### config.mk
export PLATFORM = sky130hd
export DESIGN_NAME = axi4_single_os_master_flat
export DESIGN_NICKNAME = d
export VERILOG_FILES = /design/src/rtl/cva5_types.sv /design/src/rtl/axi_interface.sv /design/src/rtl/axi4_single_os_wr_tracker.sv /design/src/rtl/axi4_single_os_master.sv /design/src/flat_wrapper.sv
export SDC_FILE = /design/constraint.sdc
export NUM_CORES = 1
export LEC_CHECK = 0
export CAP_MARGIN = 30
export CORE_AREA = 3 3 131 133
export DETAILED_ROUTE_END_ITERATION = 6
export DIE_AREA = 0 0 134 136
export DONT_BUFFER_PORTS = 1
export PLACE_DENSITY = 0.58
export SYNTH_ARGS = -nofsm -noshare
export SYNTH_HDL_FRONTEND = slang
export SYNTH_SLANG_ARGS = --single-unit
### constraint.sdc
create_clock -name clk -period 14.1 [get_ports clk]
set_clock_uncertainty 0.1 [all_clocks]
set_input_delay 4.23 -clock clk [delete_from_list [all_inputs] [get_ports clk]]
set_output_delay 4.23 -clock clk [all_outputs]
set_load 0.01 [all_outputs]
### src/rtl/cva5_types.sv
// Shared types and AXI constants for the single-outstanding AXI4 master.
// Optional feature macro used by the master: AXI_ID_CHECK_EN.
package cva5_types;

    typedef enum logic [2:0] {
        IDLE    = 3'd0,
        RD_ADDR = 3'd1,
        RD_RESP = 3'd2,
        WR_REQ  = 3'd3,
        WR_RESP = 3'd4
    } state_t;

    localparam logic [1:0] BURST_INCR  = 2'b01;
    localparam logic [1:0] RESP_OKAY   = 2'b00;
    localparam logic [1:0] RESP_EXOKAY = 2'b01;
    localparam logic [1:0] RESP_SLVERR = 2'b10;
    localparam logic [1:0] RESP_DECERR = 2'b11;

    // AxSIZE encoding for a full-width beat: log2 of the bytes per beat
    function automatic logic [2:0] axsize(input int data_w);
        return 3'($clog2(data_w / 8));
    endfunction

endpackage

### src/rtl/axi_interface.sv
// AXI4 bus bundle (AR, R, AW, W, B) with master/slave views.
interface axi_interface #(
    parameter int ID_W   = 6,
    parameter int ADDR_W = 32,
    parameter int DATA_W = 32
);
    logic [ID_W-1:0]     arid;
    logic [ADDR_W-1:0]   araddr;
    logic [7:0]          arlen;
    logic [2:0]          arsize;
    logic [1:0]          arburst;
    logic                arlock;
    logic [3:0]          arcache;
    logic [2:0]          arprot;
    logic                arvalid;
    logic                arready;

    logic [ID_W-1:0]     rid;
    logic [DATA_W-1:0]   rdata;
    logic [1:0]          rresp;
    logic                rlast;
    logic                rvalid;
    logic                rready;

    logic [ID_W-1:0]     awid;
    logic [ADDR_W-1:0]   awaddr;
    logic [7:0]          awlen;
    logic [2:0]          awsize;
    logic [1:0]          awburst;
    logic                awlock;
    logic [3:0]          awcache;
    logic [2:0]          awprot;
    logic                awvalid;
    logic                awready;

    logic [DATA_W-1:0]   wdata;
    logic [DATA_W/8-1:0] wstrb;
    logic                wlast;
    logic                wvalid;
    logic                wready;

    logic [ID_W-1:0]     bid;
    logic [1:0]          bresp;
    logic                bvalid;
    logic                bready;

    modport master (
        output arid, araddr, arlen, arsize, arburst, arlock, arcache, arprot, arvalid,
        input  arready,
        input  rid, rdata, rresp, rlast, rvalid,
        output rready,
        output awid, awaddr, awlen, awsize, awburst, awlock, awcache, awprot, awvalid,
        input  awready,
        output wdata, wstrb, wlast, wvalid,
        input  wready,
        input  bid, bresp, bvalid,
        output bready
    );

    modport slave (
        input  arid, araddr, arlen, arsize, arburst, arlock, arcache, arprot, arvalid,
        output arready,
        output rid, rdata, rresp, rlast, rvalid,
        input  rready,
        input  awid, awaddr, awlen, awsize, awburst, awlock, awcache, awprot, awvalid,
        output awready,
        input  wdata, wstrb, wlast, wvalid,
        output wready,
        output bid, bresp, bvalid,
        input  bready
    );

endinterface

### src/rtl/axi4_single_os_wr_tracker.sv
// Tracks AW and W handshakes of one write independently; each valid drops
// once its own handshake completes, both_done flags the later of the two.
module axi4_single_os_wr_tracker (
    input  logic clk,
    input  logic rst,
    input  logic i_active,
    input  logic i_awready,
    input  logic i_wready,
    output logic o_awvalid,
    output logic o_wvalid,
    output logic o_both_done
);
    logic r_aw_done;
    logic r_w_done;
    logic w_aw_hs;
    logic w_w_hs;

    assign o_awvalid   = i_active && !r_aw_done;
    assign o_wvalid    = i_active && !r_w_done;
    assign w_aw_hs     = o_awvalid && i_awready;
    assign w_w_hs      = o_wvalid && i_wready;
    assign o_both_done = i_active && (r_aw_done || w_aw_hs) && (r_w_done || w_w_hs);

    // Done flags: set on handshake, cleared whenever no write is in flight
    always_ff @(posedge clk or posedge rst) begin
        if (rst) begin
            r_aw_done <= 1'b0;
            r_w_done  <= 1'b0;
        end else if (!i_active) begin
            r_aw_done <= 1'b0;
            r_w_done  <= 1'b0;
        end else begin
            if (w_aw_hs) r_aw_done <= 1'b1;
            if (w_w_hs)  r_w_done  <= 1'b1;
        end
    end

endmodule

### src/rtl/axi4_single_os_master.sv
// One-word request/response port to AXI4 master, single outstanding
// transaction. Optional ID checking of rid/bid: define AXI_ID_CHECK_EN.
module axi4_single_os_master
    import cva5_types::*;
#(
    parameter int ID_W   = 6,
    parameter int ADDR_W = 32,
    parameter int DATA_W = 32
) (
    input  logic                clk,
    input  logic                rst,
    input  logic                req_valid,
    output logic                req_ready,
    input  logic                req_rnw,
    input  logic [ADDR_W-1:0]   req_addr,
    input  logic [DATA_W-1:0]   req_wdata,
    input  logic [DATA_W/8-1:0] req_be,
    input  logic [ID_W-1:0]     req_id,
    output logic                rsp_valid,
    output logic [DATA_W-1:0]   rsp_rdata,
    output logic [1:0]          rsp_resp,
    output logic [ID_W-1:0]     rsp_id,
    output logic                id_err,
    axi_interface.master        axi_if
);
    state_t              r_state;
    logic [ADDR_W-1:0]   r_addr;
    logic [DATA_W-1:0]   r_wdata;
    logic [DATA_W/8-1:0] r_be;
    logic [ID_W-1:0]     r_id;
    logic                r_arvalid;
    logic                r_rready;
    logic                r_bready;
    logic                r_rsp_valid;
    logic [DATA_W-1:0]   r_rsp_rdata;
    logic [1:0]          r_rsp_resp;
    logic [ID_W-1:0]     r_rsp_id;
    logic                r_id_err;

    logic                w_awvalid;
    logic                w_wvalid;
    logic                w_both_done;
    logic                w_rid_bad;
    logic                w_bid_bad;

`ifdef AXI_ID_CHECK_EN
    assign w_rid_bad = (axi_if.rid != r_id);
    assign w_bid_bad = (axi_if.bid != r_id);
`else
    assign w_rid_bad = 1'b0;
    assign w_bid_bad = 1'b0;
    logic w_unused_ids;
    assign w_unused_ids = ^{axi_if.rid, axi_if.bid};
`endif

    // Single-beat reads always end on the only beat, so rlast carries no information
    logic w_unused_rlast;
    assign w_unused_rlast = axi_if.rlast;

    assign req_ready = (r_state == IDLE);

    axi4_single_os_wr_tracker u_wr_tracker (
        .clk         (clk),
        .rst         (rst),
        .i_active    (r_state == WR_REQ),
        .i_awready   (axi_if.awready),
        .i_wready    (axi_if.wready),
        .o_awvalid   (w_awvalid),
        .o_wvalid    (w_wvalid),
        .o_both_done (w_both_done)
    );

    // Address/data come straight from the request latch, stable while valid
    assign axi_if.arid    = r_id;
    assign axi_if.araddr  = r_addr;
    assign axi_if.arlen   = 8'd0;
    assign axi_if.arsize  = axsize(DATA_W);
    assign axi_if.arburst = BURST_INCR;
    assign axi_if.arlock  = 1'b0;
    assign axi_if.arcache = 4'd0;
    assign axi_if.arprot  = 3'd0;
    assign axi_if.arvalid = r_arvalid;
    assign axi_if.rready  = r_rready;

    assign axi_if.awid    = r_id;
    assign axi_if.awaddr  = r_addr;
    assign axi_if.awlen   = 8'd0;
    assign axi_if.awsize  = axsize(DATA_W);
    assign axi_if.awburst = BURST_INCR;
    assign axi_if.awlock  = 1'b0;
    assign axi_if.awcache = 4'd0;
    assign axi_if.awprot  = 3'd0;
    assign axi_if.awvalid = w_awvalid;
    assign axi_if.wdata   = r_wdata;
    assign axi_if.wstrb   = r_be;
    assign axi_if.wlast   = 1'b1;
    assign axi_if.wvalid  = w_wvalid;
    assign axi_if.bready  = r_bready;

    assign rsp_valid = r_rsp_valid;
    assign rsp_rdata = r_rsp_rdata;
    assign rsp_resp  = r_rsp_resp;
    assign rsp_id    = r_rsp_id;
    assign id_err    = r_id_err;

    // Transaction FSM with request latch and registered response
    always_ff @(posedge clk or posedge rst) begin
        if (rst) begin
            r_state     <= IDLE;
            r_addr      <= '0;
            r_wdata     <= '0;
            r_be        <= '0;
            r_id        <= '0;
            r_arvalid   <= 1'b0;
            r_rready    <= 1'b0;
            r_bready    <= 1'b0;
            r_rsp_valid <= 1'b0;
            r_rsp_rdata <= '0;
            r_rsp_resp  <= '0;
            r_rsp_id    <= '0;
            r_id_err    <= 1'b0;
        end else begin
            r_rsp_valid <= 1'b0;
            case (r_state)
                IDLE: begin
                    if (req_valid) begin
                        r_addr  <= req_addr;
                        r_wdata <= req_wdata;
                        r_be    <= req_be;
                        r_id    <= req_id;
                        if (req_rnw) begin
                            r_arvalid <= 1'b1;
                            r_state   <= RD_ADDR;
                        end else begin
                            r_state   <= WR_REQ;
                        end
                    end
                end
                RD_ADDR: begin
                    if (axi_if.arready) begin
                        r_arvalid <= 1'b0;
                        r_rready  <= 1'b1;
                        r_state   <= RD_RESP;
                    end
                end
                RD_RESP: begin
                    if (axi_if.rvalid) begin
                        r_rready    <= 1'b0;
                        r_rsp_valid <= 1'b1;
                        r_rsp_rdata <= axi_if.rdata;
                        r_rsp_resp  <= axi_if.rresp | {w_rid_bad, 1'b0};
                        r_rsp_id    <= r_id;
                        r_id_err    <= r_id_err | w_rid_bad;
                        r_state     <= IDLE;
                    end
                end
                WR_REQ: begin
                    if (w_both_done) begin
                        r_bready <= 1'b1;
                        r_state  <= WR_RESP;
                    end
                end
                WR_RESP: begin
                    if (axi_if.bvalid) begin
                        r_bready    <= 1'b0;
                        r_rsp_valid <= 1'b1;
                        r_rsp_rdata <= '0;
                        r_rsp_resp  <= axi_if.bresp | {w_bid_bad, 1'b0};
                        r_rsp_id    <= r_id;
                        r_id_err    <= r_id_err | w_bid_bad;
                        r_state     <= IDLE;
                    end
                end
                default: r_state <= IDLE;
            endcase
        end
    end

endmodule

### src/flat_wrapper.sv
// flat-port wrapper written by rule: the top's interface ports become plain ports
module axi4_single_os_master_flat import cva5_types::*;
#(
    parameter int ID_W   = 6,
    parameter int ADDR_W = 32,
    parameter int DATA_W = 32
)
  (clk, rst, req_valid, req_ready, req_rnw, req_addr, req_wdata, req_be, req_id, rsp_valid, rsp_rdata, rsp_resp, rsp_id, id_err, axi_if_arid, axi_if_araddr, axi_if_arlen, axi_if_arsize, axi_if_arburst, axi_if_arlock, axi_if_arcache, axi_if_arprot, axi_if_arvalid, axi_if_arready, axi_if_rid, axi_if_rdata, axi_if_rresp, axi_if_rlast, axi_if_rvalid, axi_if_rready, axi_if_awid, axi_if_awaddr, axi_if_awlen, axi_if_awsize, axi_if_awburst, axi_if_awlock, axi_if_awcache, axi_if_awprot, axi_if_awvalid, axi_if_awready, axi_if_wdata, axi_if_wstrb, axi_if_wlast, axi_if_wvalid, axi_if_wready, axi_if_bid, axi_if_bresp, axi_if_bvalid, axi_if_bready);
  axi_interface #(.ID_W(ID_W), .ADDR_W(ADDR_W), .DATA_W(DATA_W)) axi_if_i ();
  input  logic clk;
  input  logic rst;
  input  logic req_valid;
  output logic req_ready;
  input  logic req_rnw;
  input  logic [ADDR_W-1:0] req_addr;
  input  logic [DATA_W-1:0] req_wdata;
  input  logic [DATA_W/8-1:0] req_be;
  input  logic [ID_W-1:0] req_id;
  output logic rsp_valid;
  output logic [DATA_W-1:0] rsp_rdata;
  output logic [1:0] rsp_resp;
  output logic [ID_W-1:0] rsp_id;
  output logic id_err;
  output wire logic [$bits(axi_if_i.arid)-1:0] axi_if_arid;
  output wire logic [$bits(axi_if_i.araddr)-1:0] axi_if_araddr;
  output wire logic [$bits(axi_if_i.arlen)-1:0] axi_if_arlen;
  output wire logic [$bits(axi_if_i.arsize)-1:0] axi_if_arsize;
  output wire logic [$bits(axi_if_i.arburst)-1:0] axi_if_arburst;
  output wire logic [$bits(axi_if_i.arlock)-1:0] axi_if_arlock;
  output wire logic [$bits(axi_if_i.arcache)-1:0] axi_if_arcache;
  output wire logic [$bits(axi_if_i.arprot)-1:0] axi_if_arprot;
  output wire logic [$bits(axi_if_i.arvalid)-1:0] axi_if_arvalid;
  input wire logic [$bits(axi_if_i.arready)-1:0] axi_if_arready;
  input wire logic [$bits(axi_if_i.rid)-1:0] axi_if_rid;
  input wire logic [$bits(axi_if_i.rdata)-1:0] axi_if_rdata;
  input wire logic [$bits(axi_if_i.rresp)-1:0] axi_if_rresp;
  input wire logic [$bits(axi_if_i.rlast)-1:0] axi_if_rlast;
  input wire logic [$bits(axi_if_i.rvalid)-1:0] axi_if_rvalid;
  output wire logic [$bits(axi_if_i.rready)-1:0] axi_if_rready;
  output wire logic [$bits(axi_if_i.awid)-1:0] axi_if_awid;
  output wire logic [$bits(axi_if_i.awaddr)-1:0] axi_if_awaddr;
  output wire logic [$bits(axi_if_i.awlen)-1:0] axi_if_awlen;
  output wire logic [$bits(axi_if_i.awsize)-1:0] axi_if_awsize;
  output wire logic [$bits(axi_if_i.awburst)-1:0] axi_if_awburst;
  output wire logic [$bits(axi_if_i.awlock)-1:0] axi_if_awlock;
  output wire logic [$bits(axi_if_i.awcache)-1:0] axi_if_awcache;
  output wire logic [$bits(axi_if_i.awprot)-1:0] axi_if_awprot;
  output wire logic [$bits(axi_if_i.awvalid)-1:0] axi_if_awvalid;
  input wire logic [$bits(axi_if_i.awready)-1:0] axi_if_awready;
  output wire logic [$bits(axi_if_i.wdata)-1:0] axi_if_wdata;
  output wire logic [$bits(axi_if_i.wstrb)-1:0] axi_if_wstrb;
  output wire logic [$bits(axi_if_i.wlast)-1:0] axi_if_wlast;
  output wire logic [$bits(axi_if_i.wvalid)-1:0] axi_if_wvalid;
  input wire logic [$bits(axi_if_i.wready)-1:0] axi_if_wready;
  input wire logic [$bits(axi_if_i.bid)-1:0] axi_if_bid;
  input wire logic [$bits(axi_if_i.bresp)-1:0] axi_if_bresp;
  input wire logic [$bits(axi_if_i.bvalid)-1:0] axi_if_bvalid;
  output wire logic [$bits(axi_if_i.bready)-1:0] axi_if_bready;
  assign axi_if_arid = axi_if_i.arid;
  assign axi_if_araddr = axi_if_i.araddr;
  assign axi_if_arlen = axi_if_i.arlen;
  assign axi_if_arsize = axi_if_i.arsize;
  assign axi_if_arburst = axi_if_i.arburst;
  assign axi_if_arlock = axi_if_i.arlock;
  assign axi_if_arcache = axi_if_i.arcache;
  assign axi_if_arprot = axi_if_i.arprot;
  assign axi_if_arvalid = axi_if_i.arvalid;
  assign axi_if_i.arready = axi_if_arready;
  assign axi_if_i.rid = axi_if_rid;
  assign axi_if_i.rdata = axi_if_rdata;
  assign axi_if_i.rresp = axi_if_rresp;
  assign axi_if_i.rlast = axi_if_rlast;
  assign axi_if_i.rvalid = axi_if_rvalid;
  assign axi_if_rready = axi_if_i.rready;
  assign axi_if_awid = axi_if_i.awid;
  assign axi_if_awaddr = axi_if_i.awaddr;
  assign axi_if_awlen = axi_if_i.awlen;
  assign axi_if_awsize = axi_if_i.awsize;
  assign axi_if_awburst = axi_if_i.awburst;
  assign axi_if_awlock = axi_if_i.awlock;
  assign axi_if_awcache = axi_if_i.awcache;
  assign axi_if_awprot = axi_if_i.awprot;
  assign axi_if_awvalid = axi_if_i.awvalid;
  assign axi_if_i.awready = axi_if_awready;
  assign axi_if_wdata = axi_if_i.wdata;
  assign axi_if_wstrb = axi_if_i.wstrb;
  assign axi_if_wlast = axi_if_i.wlast;
  assign axi_if_wvalid = axi_if_i.wvalid;
  assign axi_if_i.wready = axi_if_wready;
  assign axi_if_i.bid = axi_if_bid;
  assign axi_if_i.bresp = axi_if_bresp;
  assign axi_if_i.bvalid = axi_if_bvalid;
  assign axi_if_bready = axi_if_i.bready;
  axi4_single_os_master #(.ID_W(ID_W), .ADDR_W(ADDR_W), .DATA_W(DATA_W)) u_core (.clk(clk), .rst(rst), .req_valid(req_valid), .req_ready(req_ready), .req_rnw(req_rnw), .req_addr(req_addr), .req_wdata(req_wdata), .req_be(req_be), .req_id(req_id), .rsp_valid(rsp_valid), .rsp_rdata(rsp_rdata), .rsp_resp(rsp_resp), .rsp_id(rsp_id), .id_err(id_err), .axi_if(axi_if_i));
endmodule
==> run metrics, run 1 <==
status completed; Die ar. 18200 sq um; Setup CP Type register to primary output; Unique masters post-synth 28; hold_buf cts 0; Leakage 2.52 nW; CP arrival 1.64 ns; grt total ovfl 0; die width roughly 130 um; Relative slew margins 0.459; type of the tightest min-delay check register to register; Worst Tran Pin Value 0.811 ns; Slowest-stage cell, CP dfrtp_1; Core ar. 15900 sq um; Yosys warning count 0; RSZ-0062 raised after global routing false; Critical Path Sink Type primary output; Worst-path clk slew 0.05 ns; initial antenna violation count 1; Final Cell Area 5630 sq um; final-report hold violation count 0; Register Area 3080 sq um; CTS H-tree lvls 4; Detailed Place HPWL about 8500 um; maximum vdd drop 98.8 uV; Mapped Area 5270 sq um; TritonCTS clock tree built; vias in the first global route approximately 2.9k; MaxCap Viol Count 0; Remaining DRCs 0; Layout area overhead 6.83%; Setup TNS 0 ns; pwr dens between 200 and 300 nW/um^2; final setup fails 0; Avg Inst Size Synth 14.0 sq um; Seq/Total Area, Yosys 0.584; placer congestion estimate 0.718; nets 475; WL final 11400 um; CTS sink cnt 123; gr usage total 0.121; synthesis-stage register bit count roughly 120; maximum operating frequency 167 MHz; DR WL/cell 19.9 um; CP max stage delay between 0.5 and 0.6 ns; Clock Latency Late Sink 0.40 ns; total power between 1.5 and 2 mW; drt pass-1 iters 4; FP Rows 46; # fillers 1539; Iter 0 DRT Violations 66; layout cells sized above 1 0.250; initial core utilization 0.331; largest net degree at the start of global routing 68; data required time of the worst path about 9.8 ns; Die Span Y around 140 um; Setup crit start kind register; Max FO, Critical Path 10; antenna viol nets, final 0; part of the cycle the worst path needs 0.424; vias roughly 2.7k; post-CTS sizing 0; I/O Buffers 0; Via density 4.65; Boundary Pins 335; area of the multi-input gates 1610 sq um; Post-Syn Instances 377; placed inst area 5010 sq um; min cycle time layout approximately 6 ns; Final Max Slew Viols 0; TritonCTS Buffers 17; postcts setup bufs 0; first-pass GRT wire length 16600 um; worst path cell trace nor2b_1 -> nand2_1 -> nor2_1; Longest Clk Path Bufs 2; CTS root buffer clkbuf_16
-- through the flow --
step	instances	hold WS [ns]	setup WS [ns]	util
finish	573	0.442	8.13	0.353
CTS	572	0.452	8.11	0.353
detailed placement	540	0.441	8.34	0.314
floorplan	419	0.386	6.50	-
global placement	540	0.416	8.40	0.314
global route	573	0.468	7.99	0.353
-- layer usage --
| metal | track usage | wire (um) | share of wire | vias up |
|---|---|---|---|---|
| met5 | 0 | 0 | 0 | - |
| met4 | 0.0429 | 137 | 0.012 | 0 |
| met3 | 0.0644 | 1320 | 0.12 | 9 |
| met2 | 0.215 | 6040 | 0.53 | 212 |
| met1 | 0.120 | 3930 | 0.34 | 1322 |
| li1 | - | - | - | 1120 |
-- where the power goes --
group | leakage (nW) | internal [mW] | switching, mW
Combinational | 0.744 | 0.163 | 0.126
Clock | 0.296 | 0.288 | 0.158
Sequential | 1.48 | 0.528 | 0.266
Total | 2.52 | 0.979 | 0.551
-- layout make-up --
type | count | share of cell area
flip-flops and latches | 123 | 0.546
multi-input cells | 192 | 0.285
clock buffers | 19 | 0.0804
well taps | 216 | 0.0480
clock inverters | 13 | 0.0295
repair buffers | 5 | 0.00666
inverters | 4 | 0.00311
diodes | 1 | 0.000444
-- final timing paths --
path,startpoint,endpoint,slack [ns],cells past startpoint
min in group asynchronous,rst,u_core.rsp_rdata[23],3.68,1
setup reg to reg,u_core.r_state[0],u_core.axi_if.araddr[16],11.99,3
hold reg to reg,u_core.u_wr_tracker.r_w_done,u_core.u_wr_tracker.r_w_done,0.44,2
max in group asynchronous,rst,u_core.axi_if.araddr[0],8.89,2
hold / removal,u_core.u_wr_tracker.r_w_done,u_core.u_wr_tracker.r_w_done,0.44,2
setup / recovery,u_core.r_state[1],axi_if_awvalid,8.13,3
-- cells in the mapped netlist (all sizes together) --
master,instances,area [sq um]
o22a,1,8.76
nor2,12,45.0
nand2,1,3.75
clkbuf,1,5.00
a31o,1,8.76
nor2b,1,6.26
mux2,86,968
a21oi,3,15.0
a21o,1,7.51
inv,4,15.0
nor4b,1,23.8
buf,99,727
and2b,1,7.51
nor3b,1,7.51
a211oi,1,7.51
a22o,31,272
dfrtp,123,3080
nor3,1,5.00
nand3b,2,15.0
nor4bb,1,10.0
mux2i,1,10.0
a221oi,1,8.76
conb,2,7.51
a32o,1,10.0
-- placed cells by master, fill, tap and decap left out --
master / instances
nor2_2: 1
bufinv_16: 3
clkinvlp_4: 3
nor3_1: 1
o22a_1: 1
nand3b_1: 2
clkbuf_8: 2
inv_4: 1
nor2b_1: 1
a211oi_1: 1
buf_4: 5
diode_2: 1
mux2i_1: 1
and2b_1: 1
nor4b_4: 1
clkinv_2: 2
nor3b_1: 1
nand2_1: 1
conb_1: 44
a32o_1: 1
a31o_2: 1
a22o_1: 31
clkbuf_16: 17
a221oi_1: 1
mux2_2: 48
nor2_1: 11
a21o_1: 1
a21oi_1: 3
mux2_1: 38
inv_1: 3
clkinv_4: 3
nor4bb_1: 1
dfrtp_1: 123
inv_6: 2
-- logic make-up after synthesis --
| group | after synthesis | synth area share |
|---|---|---|
| and+or+nand+nor | 21 | 0.0235 |
| buffers and inverters | 104 | 0.142 |
| AOI/OAI and AO/OA | 40 | 0.0641 |
| DFF | 123 | 0.584 |
| muxes | 87 | 0.186 |
| other | 2 | 0.00142 |
-- state kept, by name, summed over array words and instances, names as in the netlist --
name	count
u_core.axi_if.araddr	32
u_core.axi_if.wdata	32
u_core.rsp_rdata	32
u_core.axi_if.arid	6
u_core.rsp_id	6
u_core.axi_if.wstrb	4
u_core.r_state	3
u_core.rsp_resp	2
u_core.axi_if.arvalid	1
u_core.axi_if.bready	1
u_core.axi_if.rready	1
u_core.rsp_valid	1
u_core.u_wr_tracker.r_aw_done	1
u_core.u_wr_tracker.r_w_done	1
-- critical path, delay by kind of cell, from the launching register on --
kind	cells	cell delay (ns)
flip-flops	1	0.56
AND/OR/NAND/NOR	3	0.68
(Power assumes the default switching activity.)
==> run 2: changes to the inputs <==
==> constraint.sdc (replaced) <==
create_clock -name clk -period 5.7 [get_ports clk]
set_clock_uncertainty 0.1 [all_clocks]
set_input_delay 1.71 -clock clk [delete_from_list [all_inputs] [get_ports clk]]
set_output_delay 1.71 -clock clk [all_outputs]
set_load 0.01 [all_outputs]
==> run metrics, run 2 (synthesis gave the netlist of run 1 again) <==
status completed (unchanged); Hold Path Sink u_core.u_wr_tracker.r_aw_done (was u_core.u_wr_tracker.r_w_done); initial core utilization 0.331 (unchanged); final-report hold violation count 0 (unchanged); post-layout util 0.353 (about the same); MaxCap Viol Count 0 (unchanged); number of antenna diodes 0 (was 1); grt total ovfl 0 (unchanged); pwr dens 674 nW/um^2 (was 272 nW/um^2); Worst R2R Setup Slack 3.61 ns (was 11.99 ns); Worst-path clk slew 0.06 ns (was 0.05 ns); Die Span Y 136 um (unchanged); Metal-1 WL 4000 um (was 3930 um); vias in the first global route 2944 (was 2895); Setup TNS 0 ns (unchanged); final non-filler cell total 573 (unchanged); placer congestion estimate 0.716 (was 0.718); Psw 1.38 mW (was 0.551 mW); antenna viol nets, final 0 (unchanged); Clock Latency Late Sink 0.40 ns (about the same); Critical Path Sink Type primary output (unchanged); gr usage total 0.125 (was 0.121); vias 2716 (was 2663); Max FO, Critical Path 10 (unchanged); CP max stage delay 0.56 ns (about the same); Worst Tran Pin Value 0.675 ns (was 0.811 ns); postcts setup bufs 0 (unchanged); Final Max Slew Viols 0 (unchanged); worst r2r dst u_core.axi_if.araddr[21] (was u_core.axi_if.araddr[16]); first-pass GRT wire length 17100 um (was 16600 um); CP arrival 1.64 ns (about the same); logic gate share of total power 0.190 (was 0.189); Layout area overhead 6.79% (was 6.83%); maximum vdd drop 207 uV (was 98.8 uV); type of the tightest min-delay check register to register (unchanged); Die ar. 18200 sq um (unchanged); TritonCTS clock tree built (unchanged); Slowest-stage cell, CP dfrtp_1 (unchanged); RSZ-0062 raised after global routing false (unchanged); reg2reg start u_core.r_state[0] (unchanged); drt pass-1 iters 4 (unchanged); Setup CP Type register to primary output (unchanged); Leakage 2.52 nW (about the same); Remaining DRCs 0 (unchanged); DP Cell Count 541 (was 540); Cell Int Power 2.41 mW (was 0.979 mW); Relative slew margins 0.549 (was 0.459); data required time of the worst path 3.89 ns (was 9.77 ns); metal2 WL 6230 um (was 6040 um); nets 476 (was 475); Iter 0 DRT Violations 69 (was 66); Sequential Power Share 0.520 (was 0.519); CTS root buffer clkbuf_16 (unchanged); switch share 0.364 (was 0.360); worst hold start u_core.u_wr_tracker.r_aw_done (was u_core.u_wr_tracker.r_w_done); WL final 11800 um (was 11400 um); most common cell after layout, fill and taps aside dfrtp_1 (unchanged); layout cells sized above 1 0.249 (was 0.250); Top Metal Used met4 (unchanged); post-CTS sizing 0 (unchanged); Clock power frac 0.290 (was 0.292); Boundary Pins 335 (unchanged); Met3 Wirelength 1410 um (was 1320 um); die width 134 um (unchanged); final setup fails 0 (unchanged); commonest cells after routing, fill and taps aside dfrtp_1 (123), mux2_2 (48), conb_1 (44) (unchanged); maximum operating frequency around 290 MHz; Longest Clk Path Bufs 2 (unchanged); hold_buf cts 0 (unchanged); TritonCTS Buffers 17 (unchanged); CTS sink cnt 123 (unchanged); # fillers 1561 (was 1539); Setup crit start kind register (unchanged); hold path depth 2 (unchanged); CTS H-tree lvls 4 (unchanged); initial antenna violation count 0 (was 1); worst path cell trace nor2b_1 -> nand2_1 -> nor2_1 (unchanged); I/O Buffers 0 (unchanged); part of the cycle the worst path needs 0.605; min cycle time layout ~3.4 ns; Core ar. 15900 sq um (unchanged); DR WL/cell 20.6 um (was 19.9 um); Via density 4.74 (was 4.65); FP Rows 46 (unchanged); Worst Reg-to-Reg Cells 3 (unchanged); Detailed Place HPWL 8640 um (was 8480 um); largest net degree at the start of global routing 47 (was 68)
run 2: changes by cell type in the layout (fill, tap and decap cells not counted), sizes merged:
| cell | before | now |
|---|---|---|
| buf | 5 | 6 |
| clkinvlp | 3 | 4 |
| diode | 1 | 0 |
| inv | 6 | 5 |
run 2: worst max-delay path: cells and delay by family (launching register included):
| kind | cells | cell delay [ns] |
|---|---|---|
| DFF | 1 | 0.56 |
| and+or+nand+nor | 3 | 0.68 |
run 2: cell type report:
cell class	count	area (sq um)	share of cell area
Sequential cell	123	3080	0.547
Tap cell	216	270	0.0480
Multi-Input combinational cell	192	1610	0.286
Clock inverter	13	169	0.0300
Timing Repair Buffer	6	45.0	0.00800
Clock buffer	19	443	0.0787
Inverter	4	17.5	0.00311
run 2: routing by layer:
| layer | up-vias | global-route usage |
|---|---|---|
| li1 | 1113 | - |
| met2 | 213 | 0.221 |
| met5 | - | 0 |
| met1 | 1380 | 0.124 |
| met3 | 10 | 0.0625 |
| met4 | 0 | 0.0520 |
run 2: how the worst max path moves through the flow:
stage / from / end / slack, ns
after floorplan: rst / u_core.axi_if.araddr[0] / 0.62
after global placement: axi_if_rvalid / u_core.rsp_resp[1] / 2.53
after detailed placement: axi_if_rvalid / u_core.rsp_resp[0] / 2.48
after CTS: u_core.r_state[1] / axi_if_wvalid / 2.21
after global routing: u_core.r_state[1] / axi_if_wvalid / 2.09
final: u_core.r_state[1] / axi_if_wvalid / 2.25
run 2: through the flow:
stage               setup slack (ns)  hold slack, ns  area, sq um  power (mW)
global placement                2.53           0.413         5020        2.68
detailed placement              2.48           0.430         5020        2.73
finish                          2.25           0.439         5630        3.79
global route                    2.09           0.483         5630        4.02
CTS                             2.21           0.443         5630        3.86
floorplan                      0.619           0.386         5430        2.70
run 2: power by group through the flow:
stage                     sequential [mW]  combinational [mW]  clock, mW
after floorplan                      1.75               0.952          0
final                                1.97               0.722       1.10
after global routing                 2.04               0.802       1.18
after detailed placement             1.99               0.741          0
after CTS                            1.98               0.737       1.13
after global placement               1.98               0.694          0
==> run 3: changes to the inputs <==
==> constraint.sdc (replaced) <==
create_clock -name clk -period 3.3 [get_ports clk]
set_clock_uncertainty 0.1 [all_clocks]
set_input_delay 0.99 -clock clk [delete_from_list [all_inputs] [get_ports clk]]
set_output_delay 0.99 -clock clk [all_outputs]
set_load 0.01 [all_outputs]
==> run metrics, run 3 (synthesis gave the netlist of run 1 again) <==
status completed (unchanged); Sequential Power Share 0.527 (was 0.520); most common cell after layout, fill and taps aside dfrtp_1 (unchanged); Setup TNS 0 ns (unchanged); die width 134 um (unchanged); Core ar. 15900 sq um (unchanged); antenna viol nets, final 0 (unchanged); grt total ovfl 0 (unchanged); I/O Buffers 0 (unchanged); Worst Reg-to-Reg Cells 3 (unchanged); CTS H-tree lvls 4 (unchanged); Die ar. 18200 sq um (unchanged); # fillers 1513 (was 1561); TritonCTS clock tree built (unchanged); Worst Tran Pin Value 0.654 ns (was 0.675 ns); post-CTS sizing 0 (unchanged); TritonCTS Buffers 17 (unchanged); data required time of the worst path 2.21 ns (was 3.89 ns); logic gate share of total power 0.194 (was 0.190); layout cells sized above 1 0.250 (was 0.249); MaxCap Viol Count 0 (unchanged); CTS sink cnt 123 (unchanged); Final Max Slew Viols 0 (unchanged); Clock Latency Late Sink 0.40 ns (about the same); largest net degree at the start of global routing 76 (was 47); gr usage total 0.118 (was 0.125); Layout area overhead 6.62% (was 6.79%); Worst-path clk slew 0.05 ns (was 0.06 ns); vias in the first global route 2845 (was 2944); nets 476 (unchanged); DR WL/cell 19.5 um (was 20.6 um); initial antenna violation count 1 (was 0); Max FO, Critical Path 10 (unchanged); final-report hold violation count 0 (unchanged); Setup CP Type register to primary output (unchanged); Via density 4.63 (was 4.74); Cell Int Power 4.11 mW (was 2.41 mW); FP Rows 46 (unchanged); Setup crit start kind register (unchanged); Critical Path Sink Type primary output (unchanged); Relative slew margins 0.563 (was 0.549); Psw 2.31 mW (was 1.38 mW); number of antenna diodes 0 (unchanged); CTS root buffer clkbuf_16 (unchanged); part of the cycle the worst path needs 0.820; final setup fails 0 (unchanged); RSZ-0062 raised after global routing false (unchanged); CP arrival 1.62 ns (was 1.64 ns); commonest cells after routing, fill and taps aside dfrtp_1 (123), mux2_2 (48), conb_1 (44) (unchanged); Longest Clk Path Bufs 2 (unchanged); Leakage 2.52 nW (about the same); maximum operating frequency about 370 MHz; vias 2647 (was 2716); Remaining DRCs 0 (unchanged); total power 6.42 mW (was 3.79 mW); Die Span Y 136 um (unchanged); placer congestion estimate 0.731 (was 0.716); initial core utilization 0.331 (unchanged); drt pass-1 iters 4 (unchanged); maximum vdd drop 431 uV (was 207 uV); type of the tightest min-delay check input port to asynchronous set/reset pin (was register to register); pwr dens 1140 nW/um^2 (was 674 nW/um^2); Clock power frac 0.279 (was 0.290); Iter 0 DRT Violations 106 (was 69); Boundary Pins 335 (unchanged); hold_buf cts 0 (unchanged); Detailed Place HPWL 8220 um (was 8640 um); WL final 11100 um (was 11800 um); switch share 0.360 (was 0.364); postcts setup bufs 0 (unchanged); min cycle time layout 2.71 ns; first-pass GRT wire length 16000 um (was 17100 um)
run 3: cell types whose count changed in the layout (fill, tap and decap cells not counted), moves of 2 or more:
cell and change:
clkinvlp_4 -2, buf_12 +2, buf_4 -2, clkinv_2 +5
run 3: final timing paths:
check                                           endpoint                          start  slack (ns)
max in group asynchronous              u_core.r_state[2]                            rst        1.91
min in group clk           u_core.u_wr_tracker.r_aw_done  u_core.u_wr_tracker.r_aw_done        0.44
min                              u_core.axi_if.wdata[15]                            rst        0.39
max                                       axi_if_awvalid              u_core.r_state[1]        0.59
min reg2reg                u_core.u_wr_tracker.r_aw_done  u_core.u_wr_tracker.r_aw_done        0.44
max reg2reg                           u_core.rsp_resp[1]              u_core.r_state[0]        1.25
run 3: area by class of cell:
cell class / instances / area [sq um] / share of cell area
clock buffers: 19 / 453 / 0.0806
clock inverters: 12 / 124 / 0.0220
inverters: 4 / 18.8 / 0.00334
multi-input cells: 192 / 1610 / 0.286
flip-flops and latches: 123 / 3080 / 0.548
well taps: 216 / 270 / 0.0481
repair buffers: 6 / 70.1 / 0.0125
run 3: critical path, cell delays in order (launching register included):
cell and delay [ns]:
dfrtp_1 0.55, nor2b_1 0.28, nand2_1 0.14, nor2_1 0.25
run 3: through the flow:
stage | setup slack, ns | cell area [sq um] | instances | hold slack [ns] | util
after floorplan | 0.699 | 5430 | 419 | 0.386 | -
after global placement | 1.01 | 5040 | 541 | 0.426 | 0.316
after detailed placement | 0.983 | 5040 | 541 | 0.429 | 0.316
after CTS | 0.564 | 5620 | 572 | 0.383 | 0.353
after global routing | 0.455 | 5620 | 572 | 0.402 | 0.353
final | 0.594 | 5620 | 572 | 0.391 | 0.353
run 3: power by group through the flow:
stage	Combinational, mW	Sequential [mW]	Clock [mW]
floorplan	1.65	3.02	0
global placement	1.20	3.42	0
detailed placement	1.29	3.43	0
CTS	1.28	3.42	1.85
global route	1.39	3.50	1.93
finish	1.25	3.39	1.79
run 3: metal layers:
| metal | part of all wire | track usage |
|---|---|---|
| met1 | 0.33 | 0.113 |
| met2 | 0.55 | 0.214 |
| met3 | 0.11 | 0.0596 |
| met4 | 0.013 | 0.0480 |
| met5 | 0.0012 | 0 |
